`src/rtl/keypad_scanner.sv`:
```
// keypad_scanner: scans a 4x4 matrix keypad one column at a time and debounces
// both the press and the release of a key. Each physical press produces one
// 4-bit key code {row, column}, held behind a valid/ack handshake for the CPU.
module keypad_scanner #(
    parameter int SCAN_DIV     = 1000,
    parameter int DEBOUNCE_CNT = 20000
) (
    input  logic       clk_i,
    input  logic       reset_i,
    input  logic [3:0] row_i,
    output logic [3:0] col_o,
    output logic [3:0] key_val_o,
    output logic       key_valid_o,
    input  logic       key_ack_i,
    output logic       key_down_o,
    output logic       overrun_o
);

    localparam int DWELL_W = $clog2(SCAN_DIV);
    localparam int DEB_W   = $clog2(DEBOUNCE_CNT);
    localparam logic [DWELL_W-1:0] DWELL_LAST = DWELL_W'(SCAN_DIV - 1);
    localparam logic [DEB_W-1:0]   DEB_LAST   = DEB_W'(DEBOUNCE_CNT - 1);

    typedef enum logic [1:0] {
        ST_SCAN,
        ST_DEBOUNCE,
        ST_HOLD
    } scanState_t;

    // Synchronizer for the asynchronous row lines.
    logic [3:0]         r_rowMeta;
    logic [3:0]         r_rowSync;

    // Scanner state.
    scanState_t         r_state;
    logic [1:0]         r_colIdx;
    logic [DWELL_W-1:0] r_dwell;
    logic [DEB_W-1:0]   r_deb;
    logic [3:0]         r_pattern;

    // Handshake outputs.
    logic [3:0]         r_keyVal;
    logic               r_keyValid;
    logic               r_keyDown;
    logic               r_overrun;

    // Next-state values from the FSM.
    scanState_t         w_stateNext;
    logic [1:0]         w_colIdxNext;
    logic [DWELL_W-1:0] w_dwellNext;
    logic [DEB_W-1:0]   w_debNext;
    logic [3:0]         w_patternNext;
    logic               w_accept;
    logic               w_release;
    logic [1:0]         w_lowRow;

    // Two flops settle the row lines before the FSM looks at them; reset parks
    // them at "no key" so a still-held key is detected fresh afterwards.
    always_ff @(posedge clk_i) begin
        if (reset_i) begin
            r_rowMeta <= 4'hF;
            r_rowSync <= 4'hF;
        end else begin
            r_rowMeta <= row_i;
            r_rowSync <= r_rowMeta;
        end
    end

    // Next-state logic: dwell on each column, chase a candidate pattern through
    // the debounce window, then sit in HOLD until the keypad has been quiet long
    // enough. Every counter restarts on a state change so none can overflow.
    always_comb begin
        w_stateNext   = r_state;
        w_colIdxNext  = r_colIdx;
        w_dwellNext   = r_dwell;
        w_debNext     = r_deb;
        w_patternNext = r_pattern;
        w_accept      = 1'b0;
        w_release     = 1'b0;
        case (r_state)
            ST_SCAN: begin
                if (r_dwell == DWELL_LAST) begin
                    w_dwellNext = '0;
                    if (r_rowSync == 4'hF) begin
                        w_colIdxNext = r_colIdx + 2'd1;
                    end else begin
                        w_patternNext = r_rowSync;
                        w_debNext     = '0;
                        w_stateNext   = ST_DEBOUNCE;
                    end
                end else begin
                    w_dwellNext = r_dwell + 1'b1;
                end
            end
            ST_DEBOUNCE: begin
                if (r_rowSync == r_pattern) begin
                    if (r_deb == DEB_LAST) begin
                        w_accept    = 1'b1;
                        w_debNext   = '0;
                        w_stateNext = ST_HOLD;
                    end else begin
                        w_debNext = r_deb + 1'b1;
                    end
                end else begin
                    w_dwellNext = '0;
                    w_debNext   = '0;
                    w_stateNext = ST_SCAN;
                end
            end
            ST_HOLD: begin
                if (r_rowSync == 4'hF) begin
                    if (r_deb == DEB_LAST) begin
                        w_release    = 1'b1;
                        w_debNext    = '0;
                        w_dwellNext  = '0;
                        w_colIdxNext = r_colIdx + 2'd1;
                        w_stateNext  = ST_SCAN;
                    end else begin
                        w_debNext = r_deb + 1'b1;
                    end
                end else begin
                    w_debNext = '0;
                end
            end
            default: begin
                w_dwellNext = '0;
                w_debNext   = '0;
                w_stateNext = ST_SCAN;
            end
        endcase
    end

    // The lowest-numbered closed row wins when several rows in one column are low.
    always_comb begin
        w_lowRow = 2'd3;
        if (!r_pattern[0]) begin
            w_lowRow = 2'd0;
        end else if (!r_pattern[1]) begin
            w_lowRow = 2'd1;
        end else if (!r_pattern[2]) begin
            w_lowRow = 2'd2;
        end
    end

    // State register for the scanner FSM and its counters.
    always_ff @(posedge clk_i) begin
        if (reset_i) begin
            r_state   <= ST_SCAN;
            r_colIdx  <= 2'd0;
            r_dwell   <= '0;
            r_deb     <= '0;
            r_pattern <= 4'hF;
        end else begin
            r_state   <= w_stateNext;
            r_colIdx  <= w_colIdxNext;
            r_dwell   <= w_dwellNext;
            r_deb     <= w_debNext;
            r_pattern <= w_patternNext;
        end
    end

    // Handshake: an accept always wins over an ack in the same cycle. Overrun
    // flags a new key landing on an unread one, and the newest code is kept.
    always_ff @(posedge clk_i) begin
        if (reset_i) begin
            r_keyVal   <= 4'h0;
            r_keyValid <= 1'b0;
            r_keyDown  <= 1'b0;
            r_overrun  <= 1'b0;
        end else begin
            if (w_accept) begin
                r_keyVal   <= {w_lowRow, r_colIdx};
                r_keyValid <= 1'b1;
                r_overrun  <= r_keyValid && !key_ack_i;
            end else if (key_ack_i && r_keyValid) begin
                r_keyValid <= 1'b0;
                r_overrun  <= 1'b0;
            end
            if (w_accept) begin
                r_keyDown <= 1'b1;
            end else if (w_release) begin
                r_keyDown <= 1'b0;
            end
        end
    end

    assign col_o       = ~(4'b0001 << r_colIdx);
    assign key_val_o   = r_keyVal;
    assign key_valid_o = r_keyValid;
    assign key_down_o  = r_keyDown;
    assign overrun_o   = r_overrun;

endmodule

```
`config.mk`:
```
export PLATFORM = sky130hd
export DESIGN_NAME = keypad_scanner
export DESIGN_NICKNAME = d
export VERILOG_FILES = /design/src/rtl/keypad_scanner.sv
export SDC_FILE = /design/constraint.sdc
export NUM_CORES = 1
export LEC_CHECK = 0
export CELL_PAD_IN_SITES_DETAIL_PLACEMENT = 1
export CELL_PAD_IN_SITES_GLOBAL_PLACEMENT = 2
export CORE_MARGIN = 1
export CORE_UTILIZATION = 36
export DETAILED_ROUTE_END_ITERATION = 10
export HOLD_SLACK_MARGIN = 0.08
export PLACE_DENSITY = 0.91
export SKIP_CTS_REPAIR_TIMING = 1
export SYNTH_ARGS = -nofsm -noshare
export SYNTH_HDL_FRONTEND = slang
export SYNTH_SLANG_ARGS = --single-unit
```
`constraint.sdc`:
```
create_clock -name clk_i -period 2.42 [get_ports clk_i]
set_clock_uncertainty 0.2 [all_clocks]
set_input_delay 0.363 -clock clk_i [delete_from_list [all_inputs] [get_ports clk_i]]
set_output_delay 0.363 -clock clk_i [all_outputs]
set_load 0.05 [all_outputs]
```
* Word level (Yosys, flattened, before mapping)
Cells that the tools add are included.
** Word-level totals
- Bits in registers :: 48
- Input port bits :: 7
- Output and inout port bits :: 11
- Logic and storage cells :: 78
** Operators by class
- Add/subtract/negate cells :: 3
- Equality and inequality tests :: 13
- Shift operators :: 1
- Mux-type cells :: 36
- Bitwise gates (word level) :: 2
- Reductions and logical operators :: 12
** Operators by type and width (count)
- 15-bit two-way mux :: 5
- 15-bit case mux with 3 select lines :: 1
- 10-bit two-way mux :: 4
- 10-bit case mux with 3 select lines :: 1
- 2-bit two-way mux :: 12
- 15-bit by 1-bit adder with 15-bit output (second input constant) :: 1
- 15-bit equality test (second input constant) :: 1
- 2-bit inequality test (second input constant) :: 6
- 1-bit two-way mux :: 11
- 10-bit by 1-bit adder with 10-bit output (second input constant) :: 1
- 10-bit equality test (second input constant) :: 1
- 5-bit AND reduction :: 2
- 2-bit case mux with 3 select lines :: 1
- 3-bit AND reduction :: 2
- 2-bit nonzero test :: 3
- 4-bit equality test :: 1
- 4-bit equality test (second input constant) :: 1
- 4-bit NOT :: 1
- 2-bit case mux with 2 select lines :: 1
- 1-bit by 2-bit << shifter with 4-bit output (first input constant) :: 1
- 3-bit inequality test (second input constant) :: 1
- 2-bit by 1-bit adder with 2-bit output (second input constant) :: 1
- 2-bit by 1-bit equality test with 1-bit output (second input constant) :: 1
- 2-bit equality test (second input constant) :: 1
- 5 further kinds :: 6

* Logic depth before layout (Yosys ltp)
- Word-level depth :: 6
- Mapped depth :: 9
- Depth with buffers taken out :: 6

* Worst setup path before layout
No wires, ideal clock.
- Kind :: reg2reg
- From :: reg r_deb[0]
- To :: reg r_dwell[3]
- Library setup time :: 0.096 ns
- Arrival :: 1.835 ns
- Data required time :: 2.124 ns
- Path slack :: 0.290 ns
- Cell stages (with the launch flop) :: 10
- Buffers on the path :: 3
- Clock period less this slack :: 2.130 ns
- Path through :: dfxtp_1 ha_1 and3_1 buf_4 and4_1 buf_4 o221ai_2 or2_0 buf_2 o41ai_2
** On the way
- Cells in the longest elaborated chain, start to end :: 3
** Ends and longest elaborated chain
- start: declaration :: RTL line 38 : logic [DEB_W-1:0] r_deb;
- start signal: assignment :: RTL line 157 : r_deb <= w_debNext;
- 15-bit equality test :: RTL line 112 : if (r_deb == DEB_LAST) begin
- 2-bit inequality test (no source line)
- 3-bit AND reduction (no source line)
- end signal: assignment :: RTL line 156 : r_dwell <= w_dwellNext;
- end: declaration :: RTL line 37 : logic [DWELL_W-1:0] r_dwell;
Every way passes these cells.
A chain may end at the register's enable or synchronous reset.

* Worst setup path in the final report
- From :: reg r_dwell[1]
- To :: reg r_state[0]
** On the way
- Cells in the longest elaborated chain, start to end :: 3
** Ends and longest elaborated chain
- 10-bit equality test :: RTL line 82 : if (r_dwell == DWELL_LAST) begin
- 2-bit inequality test (no source line)
- 5-bit AND reduction (no source line)
- end signal: assignment :: RTL line 154 : r_state <= w_stateNext;
- end: declaration :: RTL line 35 : scanState_t r_state;
Every way passes these cells.

==> metrics <==
Synth Area in Simple Gates=28.74%; status=finished, final reports clean; Final Max Slew Viols=0; Yosys warnings=0; Starting Density=37.95%; Final Util=46.30%; Leak=1.120 nW; most frequent cells in the layout=dfxtp_1, nor2_1, nand2_1; Seq. cell area=963.4 µm²; grt ovf=0; I/O Pins=18; Mapped Cells=280; post-synthesis xor/xnor area fraction=approximately 5%; Worst Hold Class=flip-flop to flip-flop; Max Root-Sink Buffers=2; CTS Buf Count=5; htree depth=2; drt first pass iters=4; post-synthesis mux area share=2.859%; clk sink count=48; global-route usage over all layers=17.01%; DRC=0; Setup Crit Path Kind=flip-flop to flip-flop; final setup margin=0.1078 ns; FP Rows=29; Skew-Pair Late Insertion Delay=0.30 ns; main combinational cell family by area after synthesis=simple AND/OR/NAND/NOR gates; worst-path cell chain=ha_1 > nand4b_4 > o41a_1 > buf_4 > a211oi_1 > mux2i_1; vias=around 2100; VDD IR max=between 0.3 and 0.4 mV; area of the multi-input gates=0.001401 mm²; P_int=1.287 mW; initial antenna violation count=0; final setup fails=0; Core Region=0.006459 mm²; fin crit share=around 96%; Arrival @ worst endpoint=around 2.3 ns; switching fraction of total power=25.41%; Power Dens Cells=between 500 and 600 mW/mm²; #FFs+latches synth=48; slowest stage delay, CP=0.55 ns; Port Buffers=17; CTS tree=built; Max Cap Viol=0; Compound-Gate Fraction of Synth Area=14.60%; HPWL Detailed=4232 µm; Die W=84.52 µm; Max Clock Freq=0.4325 GHz; slew of the pin with the lowest slew margin=~0.53 ns; FILL cells=roughly 760; clk root buf=clkbuf_8; combinational power share=about 15%; Clock power frac=37.0%; largest net degree at the start of global routing=37; Place WS=0.1066 ns; maximum fanout along the worst path=8; Syn Area/Cell=8.754 µm²; antenna cells=0; count of cell types in the netlist=49; worst hold slack=0.2164 ns; cell family with most CP delay=compound AO/OA/AOI/OAI gates; Reg2Reg Setup Slack=around 0.11 ns; sequential share of power=48.4%; slowest CP cell=o41a_1; syn nets=296; DR vias/cell=5.339; antenna-violating nets left=0; synthesized-area fraction occupied by adder cells=4.594%; WP data required=2.44 ns; Die ar.=0.007143 mm²; vias in the first global route=a little over 2000; Area growth syn-to-layout=22.00%; GPL Wtd Cong=0.7765; DRT Wirelength=5931 µm; Pwr Total=about 1.7 mW; Die Y=84.52 µm; Setup TNS=0 ns; critical path launch point type=flip-flop; Initial DRC Count=69; Most used DFF post-synth=dfxtp_1; sequential share of the synthesized area=39.20%; asr flop ratio synth=0%; Final Hold Viols=0; DR WL/cell=15.13 µm; worst path bufs/invs=1; nets@finish=330; kind of end point of the critical path=flip-flop; minimum clock period=2.312 ns; global-route wire length before repair=between 9000 and 10000 µm; relative slew slack=64.48%; commonest non-fill, non-tap cell in the layout=dfxtp_1; P_sw=0.4384 mW; Clock Pin Slew Worst Setup and Hold Paths=0.09 ns; fraction of layout cells with a size suffix above 1=17.46%; Mapped Area=0.002451 mm²; number of flops mapped to enable cells by yosys=0
logic make-up after synthesis:
| group | count (synthesis) |
|---|---|
| flops | 48 |
| mux | 7 |
| buf+inv | 28 |
| simple gates | 126 |
| compound gates | 48 |
| fa+ha+maj | 9 |
| xor+xnor | 14 |
path summary, 6_finish.rpt:
path | startpoint | end | depth (start not counted)
worst min-delay path | r_rowMeta[1]$_SDFF_PP1_ | r_rowSync[1]$_SDFF_PP1_ | 1
worst max-delay path | r_dwell[1]$_SDFFE_PP0P_ | r_state[0]$_SDFFE_PP0P_ | 6
worst max register to register | r_dwell[1]$_SDFFE_PP0P_ | r_state[0]$_SDFFE_PP0P_ | 6
worst min register to register | r_rowMeta[1]$_SDFF_PP1_ | r_rowSync[1]$_SDFF_PP1_ | 1
registers in the layout, summed over array words and instances (netlist names):
register     count
overrun_o        1
r_dwell         10
r_rowSync        4
r_deb           15
key_valid_o      1
key_down_o       1
r_rowMeta        4
r_colIdx         2
r_pattern        4
key_val_o        4
r_state          2
power by group through the flow:
| stage | logic [mW] | clock network [mW] | registers (mW) |
|---|---|---|---|
| after global placement | 0.237 | 0 | 0.849 |
| final | 0.252 | 0.638 | 0.835 |
| after floorplan | 0.164 | 0 | 0.844 |
| after CTS | 0.244 | 0.660 | 0.834 |
| after detailed placement | 0.242 | 0 | 0.852 |
| after global routing | 0.274 | 0.680 | 0.839 |
area by class of cell:
type	count	area share, %
multi-input cells	204	46.86
flip-flops and latches	48	32.22
repair buffers	37	11.21
clock buffers	7	3.222
well taps	77	3.222
inverters	18	2.259
clock inverters	1	1.004
routing by layer:
metal  vias to the layer above  global-route usage (%)  part of all wire, %
li1                       1056                       -                    -
met1                      1020                   22.22                   48
met2                        12                   28.90                   49
met3                         5                   2.655                  1.6
met4                         0                   5.239                  1.0
met5                         -                       0                    0
synthesized netlist by cell type, drive strengths merged, types with 3 or more instances:
library cell	n	area, µm²
dfxtp	48	960.9
nor2	26	97.59
nand2	21	78.83
a21oi	18	93.84
inv	18	67.56
nand3	14	75.07
xnor2	12	105.1
or2	10	62.56
ha	9	112.6
o21ai	9	45.04
nor3	8	45.04
mux2i	7	70.07
nand2b	7	43.79
nand4	7	43.79
and3	5	31.28
buf	5	36.28
clkbuf	5	18.77
nor4	5	31.28
a211o	4	35.03
nor2b	4	25.02
or3	4	25.02
and4	3	26.28
nand4b	3	32.53
o31ai	3	36.28
o32ai	3	26.28
or4	3	22.52
through the flow:
| step | std cells | area, µm² |
|---|---|---|
| 6_report | 392 | 2990 |
| 5_1_grt | 392 | 2990 |
| 4_1_cts | 389 | 2927 |
| 3_5_place_dp | 381 | 2800 |
| 3_3_place_gp | 381 | 2800 |
| 2_1_floorplan | 280 | 2451 |
(Power assumes the default switching activity.)
